<file path="src/rtl/operand_fetch_pkg.sv">
// rtl/operand_fetch_pkg.sv - shared word/opcode definitions for the ALU and operand fetch stage
package operand_fetch_pkg;

    localparam int WORD_SIZE  = 16;
    localparam int ALUOP_SIZE = 4;
    localparam int REG_BITS   = 4;

    typedef enum logic [ALUOP_SIZE-1:0] {
        ALU_ADD   = 4'h0,
        ALU_SUB   = 4'h1,
        ALU_AND   = 4'h2,
        ALU_OR    = 4'h3,
        ALU_XOR   = 4'h4,
        ALU_NOT   = 4'h5,
        ALU_SHL   = 4'h6,
        ALU_SHR   = 4'h7,
        ALU_ADDF  = 4'h8,
        ALU_MULF  = 4'h9,
        ALU_FLOAT = 4'ha,
        ALU_INT   = 4'hb,
        ALU_NEG   = 4'hc,
        ALU_NEGF  = 4'hd,
        ALU_RECIP = 4'he,
        ALU_PASS  = 4'hf
    } aluop_t;

endpackage

</file>
<file path="src/rtl/operand_fetch_regfile_sb.sv">
// rtl/operand_fetch_regfile_sb.sv - register file with busy-bit scoreboard and writeback bypass
module regfile_sb
    import operand_fetch_pkg::*;
#(
    parameter int NREGS = 16
) (
    input  logic                 clk,
    input  logic                 reset,
    input  logic [REG_BITS-1:0]  rd_addr,
    input  logic [REG_BITS-1:0]  rs_addr,
    input  logic                 useb,
    input  logic                 set_en,
    input  logic                 wb_en,
    input  logic [REG_BITS-1:0]  wb_reg,
    input  logic [WORD_SIZE-1:0] wb_data,
    output logic [WORD_SIZE-1:0] a_data,
    output logic [WORD_SIZE-1:0] b_data,
    output logic                 hazard
);

    logic [WORD_SIZE-1:0] regs [NREGS];
    logic [NREGS-1:0]     busy;
    logic                 wb_hit_rd;
    logic                 wb_hit_rs;

    // A writeback landing this cycle both forwards its data and lifts the stall.
    always_comb begin
        wb_hit_rd = wb_en && (wb_reg == rd_addr);
        wb_hit_rs = wb_en && (wb_reg == rs_addr);
        a_data    = wb_hit_rd ? wb_data : regs[rd_addr];
        b_data    = '0;
        if (useb) begin
            b_data = wb_hit_rs ? wb_data : regs[rs_addr];
        end
        hazard = (busy[rd_addr] && !wb_hit_rd) ||
                 (useb && busy[rs_addr] && !wb_hit_rs);
    end

    // The set is written after the clear so a new in-flight write wins.
    always_ff @(posedge clk) begin
        if (reset) begin
            for (int i = 0; i < NREGS; i++) begin
                regs[i] <= '0;
            end
            busy <= '0;
        end else begin
            if (wb_en) begin
                regs[wb_reg] <= wb_data;
                busy[wb_reg] <= 1'b0;
            end
            if (set_en) begin
                busy[rd_addr] <= 1'b1;
            end
        end
    end

endmodule

</file>
<file path="src/rtl/operand_fetch.sv">
// rtl/operand_fetch.sv - operand fetch stage: hazard-checked register read into a registered ALU handoff
module operand_fetch
    import operand_fetch_pkg::*;
#(
    parameter int NREGS = 16
) (
    input  logic                  clk,
    input  logic                  reset,
    input  logic                  in_valid,
    output logic                  in_ready,
    input  logic [ALUOP_SIZE-1:0] in_op,
    input  logic [REG_BITS-1:0]   in_rd,
    input  logic [REG_BITS-1:0]   in_rs,
    input  logic                  in_useb,
    input  logic                  in_wr,
    input  logic                  wb_en,
    input  logic [REG_BITS-1:0]   wb_reg,
    input  logic [WORD_SIZE-1:0]  wb_data,
    output logic                  out_valid,
    input  logic                  out_ready,
    output logic [ALUOP_SIZE-1:0] out_op,
    output logic [WORD_SIZE-1:0]  out_a,
    output logic [WORD_SIZE-1:0]  out_b,
    output logic [REG_BITS-1:0]   out_rd,
    output logic                  out_wr
);

    logic                 hazard;
    logic                 accept;
    logic [WORD_SIZE-1:0] a_data;
    logic [WORD_SIZE-1:0] b_data;

    assign in_ready = !reset && (!out_valid || out_ready) && !hazard;
    assign accept   = in_valid && in_ready;

    regfile_sb #(.NREGS(NREGS)) u_regfile_sb (
        .clk     (clk),
        .reset   (reset),
        .rd_addr (in_rd),
        .rs_addr (in_rs),
        .useb    (in_useb),
        .set_en  (accept && in_wr),
        .wb_en   (wb_en),
        .wb_reg  (wb_reg),
        .wb_data (wb_data),
        .a_data  (a_data),
        .b_data  (b_data),
        .hazard  (hazard)
    );

    always_ff @(posedge clk) begin
        if (reset) begin
            out_valid <= 1'b0;
            out_op    <= '0;
            out_a     <= '0;
            out_b     <= '0;
            out_rd    <= '0;
            out_wr    <= 1'b0;
        end else if (accept) begin
            out_valid <= 1'b1;
            out_op    <= in_op;
            out_a     <= a_data;
            out_b     <= b_data;
            out_rd    <= in_rd;
            out_wr    <= in_wr;
        end else if (out_ready) begin
            out_valid <= 1'b0;
        end
    end

endmodule

</file>
<file path="config.mk">
export PLATFORM = sky130hd
export DESIGN_NAME = operand_fetch
export DESIGN_NICKNAME = d
export VERILOG_FILES = /design/src/rtl/operand_fetch_pkg.sv /design/src/rtl/operand_fetch_regfile_sb.sv /design/src/rtl/operand_fetch.sv
export SDC_FILE = /design/constraint.sdc
export NUM_CORES = 1
export LEC_CHECK = 0
export ABC_AREA = 1
export ABC_CLOCK_PERIOD_IN_PS = 2200
export BUFFER_PORTS_ARGS = -buffer_cell sky130_fd_sc_hd__buf_2
export CAP_MARGIN = 40
export CELL_PAD_IN_SITES_DETAIL_PLACEMENT = 1
export CELL_PAD_IN_SITES_GLOBAL_PLACEMENT = 2
export CORE_MARGIN = 5
export CORE_UTILIZATION = 25
export CTS_CLUSTER_DIAMETER = 30
export DETAILED_ROUTE_END_ITERATION = 7
export PLACE_DENSITY = 0.6
export SLEW_MARGIN = 20
export SYNTH_ARGS = -nofsm -noshare
export SYNTH_HDL_FRONTEND = slang
export SYNTH_SLANG_ARGS = --single-unit
</file>
<file path="constraint.sdc">
create_clock -name clk -period 2.2 [get_ports clk]
set_input_delay 0.33 -clock clk [delete_from_list [all_inputs] [get_ports clk]]
set_output_delay 0.33 -clock clk [all_outputs]
set_load 0.01 [all_outputs]
</file>
==> Word level (Yosys, flattened, before mapping) <==
Memory sizes are Yosys's and may differ from the RTL's. A register that Yosys moved wholly into a read port is not among the register bits.
Index checks and enable logic that the tools add are counted.
{ "word_totals": {"in_bits": 39, "wordCells": 60, "mem_bits_rw": 256, "memories": 1, "out_inout_bits": 43, "regBits": 42} }
{ "mem_list": {"columns": ["name", "depth", "word_bits", "read_ports", "rd_ports_with_merged_regs", "write_ports", "line", "rtl"], "rows": [
  ["u_regfile_sb.regs", 16, 16, 2, 1, 16, "operand_fetch_regfile_sb.sv:21", "logic [WORD_SIZE-1:0] regs [NREGS];"]
]} }
{ "op_classes": {"muxes": 23, "n_eq_ne": 2, "bitwise": 3, "order_cmp": 5, "reduce_logical": 20} }
{ "ops": {"columns": ["operator", "count"], "rows": [
  ["16-bit 2-to-1 mux", 6],
  ["16-bit bitwise AND", 1],
  ["16-bit inverter", 1],
  ["16-bit OR", 1],
  ["16-bit OR reduction", 1],
  ["4-bit by 5-bit less-than comparator with 1-bit output, second input constant", 3],
  ["1-bit 2-to-1 mux", 12],
  ["1-bit logical AND", 11],
  ["1-bit binary-select mux with 4-bit select", 2],
  ["1-bit demux with 4-bit select", 2],
  ["4-bit equality test", 2],
  ["4-bit by 1-bit >= comparator with 1-bit output, second input constant", 2],
  ["1-bit zero test", 5],
  ["4-bit 2-to-1 mux", 1],
  ["1-bit logical OR", 2],
  ["2-bit nonzero test", 1]
]} }

==> Depth between registers and ports, before layout <==
Gate-level depths: netlist of the first run.
{ "logic_depth": {"word_depth": 10, "ltp_mapped": 15, "depth_no_buf": 13} }

==> Cells and area by module <==
From an unflattened synthesis of the first run, not the netlist that was laid out.
{ "unflattened": {"hier_cells": 2477, "hier_area_um2": 17683.2} }
{ "modules_own_cells": {"columns": ["module", "cells_per_inst", "area_per_inst_um2", "seq_area_each_um2", "n_inst"], "rows": [
  ["regfile_sb", 2211, 15944.0, 8007.7, 1],
  ["operand_fetch", 266, 1739.2, 840.8, 1]
]} }

==> Worst setup path after synthesis of the first run <==
OpenSTA, ideal clock, no wires.
{ "synth_path": {"kind": "input-to-reg", "from": "in reset", "to": "mem u_regfile_sb.regs[0][0], enable pin", "setup_time_ps": 372, "slack_ps": 154, "arrival_ps": 1675, "path_stages": 5, "cell_sequence": "clkbuf_1 clkinv_1 clkbuf_1 buf_1 nand2_1"} }
{ "synth_lines": {"columns": ["item", "line", "rtl"], "rows": [
  ["start, declared", "operand_fetch.sv:8", "input logic reset,"],
  ["end, declared", "operand_fetch_regfile_sb.sv:21", null]
]} }

==> Final worst setup path of the first run <==
{ "layout_path": {"from": "reg u_regfile_sb.busy[10]", "to": "out in_ready"} }
{ "layout_via": {"elab_chain_cells": 7} }
{ "layout_lines": {"columns": ["item", "line", "rtl"], "rows": [
  ["start, declared", "operand_fetch_regfile_sb.sv:22", "logic [NREGS-1:0] busy;"],
  ["start signal, assigned", "operand_fetch_regfile_sb.sv:45", "busy <= '0;"],
  ["start signal, assigned by index", "operand_fetch_regfile_sb.sv:49", "busy[wb_reg] <= 1'b0;"],
  ["start signal, assigned by index", "operand_fetch_regfile_sb.sv:52", "busy[rd_addr] <= 1'b1;"],
  ["1-bit binary-select mux with 4-bit select", "operand_fetch_regfile_sb.sv:36", "(useb && busy[rs_addr] && !wb_hit_rs);"],
  ["1-bit 2-to-1 mux (implied by the code)", "operand_fetch_regfile_sb.sv:36", null],
  ["1-bit logical AND (2 in a row)", "operand_fetch_regfile_sb.sv:36", null],
  ["1-bit logical OR *", "operand_fetch_regfile_sb.sv:35", "hazard = (busy[rd_addr] && !wb_hit_rd) ||"],
  ["1-bit zero test *", "operand_fetch.sv:33", "assign in_ready = !reset && (!out_valid || out_ready) && !hazard;"],
  ["1-bit logical AND *", "operand_fetch.sv:33", null],
  ["end, declared", "operand_fetch.sv:10", "output logic in_ready,"]
]} }
Mark *: on every way between the ends. The rest lies on a longest branch, timed or not. The select of a mux whose other input is x is not followed.

==> results.toml, run 1 <==
[run_status]
status = "finished, final reports clean"

[critical_path]
path_depth = 10
crit_start = "u_regfile_sb.busy[10]"
worstPathMaxFanout = 2
cpLargestDelayFamily = "simple AND/OR/NAND/NOR gates"
cpPeakStageDelay_ns = 0.34
critPathBufInv = 2
cp-endpoint = "in_ready"
reg2reg_from = "u_regfile_sb.busy[4]"
crit_top_cell = "nand2_1"
r2r-end = "u_regfile_sb.busy[10]"
required_ns = 1.87
cp-end-kind = "output port"
path_cells = "inv_2 -> o21ai_1 -> nand2_1 -> nand3_2 -> nand2_1 -> nand2_1 -> nand2_1 -> nor2_2 -> nor2_4 -> buf_6"
r2r_setup_slack_ns = 0.17
start_kind = "flip-flop"
cpMaxStageDelayCell = "dfxtp_2"
cp.arrival_ns = 1.78
critPathKind = "flip-flop to output port"
ff2ff_path_depth = 14

[timing]
setup_violations = 0
slew_viol_final = 0
period_share = 0.959
fin_skew_ns = 0.0193
max_freq_mhz = 474
final_hold_viol_count = 0
relSlewSlack = 0.471
fin_ws_ns = 0.0903
min_period_ns = 2.11
rsz0062_at_grt = "true"
worst_slew_pin_slew_ns = 0.789

[synthesis]
synth-seq-area-share = 0.536
synth_simple_gate_area_share = 0.219
yosysMostFrequentCell = "nor2_1"
ys_seq_elements = 314
synth-compound-area-share = 0.163
muxShareOfSynthArea = 0
synth_warnings = 0
netlist_instances = 1995
syn_nets = 2034
synth_area_um2 = 16500
synth_xor_area_frac = 0.00258
synth.largest_area_cell = "edfxtp_1"
ys_types = 33
synth_edf_count = 256
yosys.area.top_type_share = 0.466
synth_ff_type = "edfxtp_1"
avgSynthCellArea_um2 = 8.27
synth_fa_ha_area_frac = 0
yosys-top-cells-count = "387 x nor2_1, 333 x nand2_1, 267 x o21ai_0, 256 x edfxtp_1, 137 x nand3_1"
synth_top_family_by_area = "simple AND/OR/NAND/NOR gates"
synth.area.top_cells = "edfxtp_1 47%, nor2_1 8.8%, o21ai_0 8.1%"
synthArstFlopShare = 0

[finish]
postLayoutCellArea_um2 = 22300
nets = 2235
drive_above_1_share = 0.198
fin_cells = 3136
area_growth_pct = 34.9
diodes = 0

[power_and_ir_drop]
ir_drop_v = 0.000527
power_switching_mw = 5.55
internal_power_mw = 16.6
comb_power_share = 0.099
power.density_nw_per_um2 = 997
p_sw_frac = 0.250
seq_power_share = 0.313
p_clk_frac = 0.589
leakage_nw = 9.06

[cts]
path_clk_slew_ns = 0.04
cts_tree = "built"
cts_inserted_buffers = 90
clkSinkCount = 314
cts_root_buf = "clkbuf_16"
clock_latency_ns = 0.62
cts_buffer_depth = 3
cts_max_level = 3

[place]
place_area_um2 = 19100
dp_hpwl_um = 49000
port_buffers = 81
place.gp.congestion = 0.816
post-place-ws_ns = -0.396
dp_cells = 2958

[global_routing]
grt_pass1_vias = 16054
grt_pass1_wl_um = 106000
antenna_found_initial = 0
grt-ovfl-total = 0
track_usage = 0.199
grt_start_max_net_pins = 61

[detailed_routing]
wl_per_cell_um = 23.3
routed_wl_um = 73000
vias = 15536
antenna_left = 0
drc = 0
drt_iter0_markers = 1114
firstDrtPassIters = 4
via_per_inst = 4.95

[die]
dieWidth_um = 267
initial_utilization = 0.251
rows = 94
dieHeight_um = 267
coreArea_um2 = 65600
ios = 82
design.die.area_um2 = 71300

[flow_run]
maxCapViolCount = 0

[worst_hold_path]
hp-class = "primary input to flip-flop"
==> what timing repair did <==
action,4_1_cts,5_1_grt
hold buffers,5,0
setup endpoints to repair,1,2
pin swaps,3,9
endpoints found under the hold margin,5,0
setup buffers,2,3
cloned,0,0
resized for setup,7,17
==> metal layers <==
metal,vias up,GRT usage,wire length (um)
li1,7198,-,-
met1,7816,0.275,34000
met2,417,0.317,33200
met3,105,0.0395,4150
met4,0,0.0620,1610
met5,-,0,0
==> power by group through the flow <==
stage                     Clock [mW]  Sequential, mW  Combinational [mW]
after global placement             0            7.02                2.15
final                           13.1            6.94                2.19
after detailed placement           0            7.03                2.17
after CTS                       13.3            6.94                2.19
after floorplan                    0            7.01                1.09
after global routing            13.6            6.97                2.37
==> flip-flops by register name, summed over array words and instances (netlist names) <==
name and cells:
out_rd 4, out_op 4, u_regfile_sb.busy 16, out_a 16, out_b 16, out_wr 1, u_regfile_sb.regs 256, out_valid 1
==> stage by stage <==
step	hold slack [ns]	TNS [ns]	util	total power [mW]
floorplan	0.445	0	-	8.10
global placement	0.451	-1.07	0.290	9.17
detailed placement	0.455	-2.02	0.290	9.20
CTS	0.0239	0	0.338	22.4
global route	0.0540	-0.0397	0.339	22.9
finish	0.0577	0	0.339	22.2
==> worst min-delay path by stage <==
| stage | startpoint | end | slack [ns] | depth (start not counted) |
|---|---|---|---|---|
| floorplan | u_regfile_sb.busy[8] | u_regfile_sb.busy[8] | 0.44 | 2 |
| global placement | out_a[7] | out_a[7] | 0.45 | 2 |
| detailed placement | out_a[7] | out_a[7] | 0.45 | 2 |
| CTS | reset | out_wr | 0.02 | 2 |
| global route | reset | out_wr | 0.05 | 2 |
| finish | reset | out_wr | 0.06 | 2 |
==> cell usage in the layout, fill, tap and decap left out, types with 9 or more instances in the layout <==
master,count
buf_4,134
clkbuf_1,13
clkinv_2,19
a21oi_1,95
nand4_1,17
clkbuf_16,96
o21ai_2,16
nor2_1,386
nand2_1,331
dfxtp_1,49
edfxtp_1,256
inv_1,133
o21ai_0,262
buf_12,40
clkinv_1,30
a22oi_1,24
nand3_1,134
o211ai_1,59
bufinv_16,9
inv_2,10
buf_2,78
o21ai_1,22
==> layout make-up <==
class	count	area, um2
flip-flops and latches	314	8860
inverters	158	593
multi-input cells	1373	6380
clock inverters	51	507
repair buffers	259	2270
clock buffers	117	2560
fillers	7635	43400
well taps	864	1080
==> logic make-up (layout without fill, tap and decap cells) <==
logic type,after synthesis,in the layout
flip-flops,314,314
AND/OR/NAND/NOR,887,887
AO/OA/AOI/OAI,482,482
buffers and inverters,308,585
XOR/XNOR,4,4
Note: power is estimated with default switching activity, not from simulation.
==> inputs of run 2 (changes only) <==
--- a/config.mk
+++ b/config.mk
@@ -9,13 +9,12 @@
 export ABC_CLOCK_PERIOD_IN_PS = 2200
 export BUFFER_PORTS_ARGS = -buffer_cell sky130_fd_sc_hd__buf_2
 export CAP_MARGIN = 40
-export CELL_PAD_IN_SITES_DETAIL_PLACEMENT = 1
-export CELL_PAD_IN_SITES_GLOBAL_PLACEMENT = 2
 export CORE_MARGIN = 5
 export CORE_UTILIZATION = 25
+export CTS_BUF_LIST = sky130_fd_sc_hd__clkbuf_8
 export CTS_CLUSTER_DIAMETER = 30
 export DETAILED_ROUTE_END_ITERATION = 7
-export PLACE_DENSITY = 0.6
+export PLACE_DENSITY = 0.42
 export SLEW_MARGIN = 20
 export SYNTH_ARGS = -nofsm -noshare
 export SYNTH_HDL_FRONTEND = slang
==> results.toml, run 2 (synthesized netlist as in run 1, its figures left out) <==
[place]
place.gp.congestion = 0.899
dp_cells = 2939
port_buffers = 81
place_area_um2 = 18900
dp_hpwl_um = 45200

[die]
rows = 94
coreArea_um2 = 65600
initial_utilization = 0.251
ios = 82
dieWidth_um = 267
dieHeight_um = 267
design.die.area_um2 = 71300

[power_and_ir_drop]
power.density_nw_per_um2 = 829
ir_drop_v = 0.000354
leakage_nw = 8.42

[detailed_routing]
firstDrtPassIters = 5
drc = 0
routed_wl_um = 66200
wl_per_cell_um = 21.4
via_per_inst = 4.88
vias = 15106
drt_iter0_markers = 1478
antenna_left = 0

[global_routing]
grt_pass1_vias = 14647
grt_start_max_net_pins = 55
track_usage = 0.182
grt-ovfl-total = 0
grt_pass1_wl_um = 97500
antenna_found_initial = 1

[flow_run]
maxCapViolCount = 0

[cts]
cts_buffer_depth = 3
cts_root_buf = "clkbuf_8"
cts_tree = "built"
clkSinkCount = 314
cts_max_level = 3
path_clk_slew_ns = 0.06
cts_inserted_buffers = 79
clock_latency_ns = 0.65

[finish]
largest_reg_flops = 256
multi_input_area_um2 = 6400
seq_area_um2 = 8870
final_cell_mix = "386 x nor2_1, 324 x nand2_1, 263 x o21ai_0, 256 x edfxtp_1, 148 x inv_1"
regMostFlops = "u_regfile_sb.regs"
layout_commonest_cell = "nor2_1"
postLayoutCellArea_um2 = 20800
nets = 2203
area_growth_pct = 26.3
fin_cells = 3096
fill_cells = 6955
drive_above_1_share = 0.190

[critical_path]
start_kind = "flip-flop"
critPathKind = "flip-flop to output port"
worstPathMaxFanout = 2
cp-end-kind = "output port"
cp.arrival_ns = 1.81
required_ns = 1.87

[timing]
fin_setup_tns_ns = 0
max_freq_mhz = 468
hold-worst-slack_ns = 0.0732
worst_slew_pin_slew_ns = 0.718
period_share = 0.971
min_period_ns = 2.14
setup_violations = 0
final_hold_viol_count = 0
slew_viol_final = 0
relSlewSlack = 0.518
fin_skew_ns = 0.0251
rsz0062_at_grt = "true"

[worst_hold_path]
hp-class = "primary input to flip-flop"

[run_status]
status = "finished, final reports clean"
## run 2: cell count changes in the layout (fill, tap and decap cells not counted), sizes merged
cell	delta
dlygate4sd3	+1
buf	-22
diode	+1
clkbuf	-26
clkinvlp	+2
inv	+16
bufinv	+3
clkinv	-15
## run 2: per-stage QoR
stage	util	power (mW)	worst slack, ns
6_report	0.318	17.3	0.0642
5_1_grt	0.318	18.0	-0.0576
3_3_place_gp	0.287	9.09	-0.200
3_5_place_dp	0.287	9.11	-0.233
4_1_cts	0.317	17.5	-0.0438
2_1_floorplan	-	8.10	0.154
## run 2: layer usage
metal,global-route usage,part of all wire,up-vias,routed length [um]
met3,0.0338,0.071,106,4710
met4,0.0570,0.025,0,1630
met5,0,0,-,0
li1,-,-,7110,-
met2,0.293,0.45,626,30000
met1,0.249,0.45,7264,29900
## run 2: final cells by class
type / count / area share
Sequential cell: 314 / 0.426
Multi-Input combinational cell: 1373 / 0.307
Timing Repair Buffer: 238 / 0.0990
Clock buffer: 91 / 0.0601
Tap cell: 864 / 0.0519
Inverter: 158 / 0.0284
Clock inverter: 57 / 0.0278
Antenna cell: 1 / 0.000120
## run 2: worst paths after layout
kind,from,endpoint,slack [ns],cells past startpoint
setup / recovery,u_regfile_sb.busy[10],in_ready,0.06,10
hold / removal,wb_data[6],out_b[6],0.07,5
setup reg to reg,u_regfile_sb.regs[0][7],out_b[7],0.39,11
hold reg to reg,out_a[10],out_a[10],0.46,2
## run 2: worst max-delay path: stages, from the launching register on
cell	delay [ns]
dfxtp_2	0.33
inv_2	0.05
o21ai_2	0.10
nand2_1	0.08
nand3_2	0.10
nand2_1	0.06
nand2_1	0.06
nand2_1	0.06
nor2_2	0.15
nor2_4	0.06
buf_6	0.12
## run 2: what timing repair did
item / CTS / global route
gates resized for setup: 8 / 31
hold buffers: 6 / 0
gates cloned: 0 / 0
pin swaps: 3 / 11
buffers inserted: 2 / 0
setup endpoints to repair: 1 / 1
hold endpoints to repair: 10 / 0
## run 2: report_power, final
group,leakage (nW),internal [mW],switching (mW)
Combinational,4.50,0.685,1.41
Clock,0.985,5.21,3.06
Sequential,2.93,6.76,0.151
Total,8.42,12.7,4.63
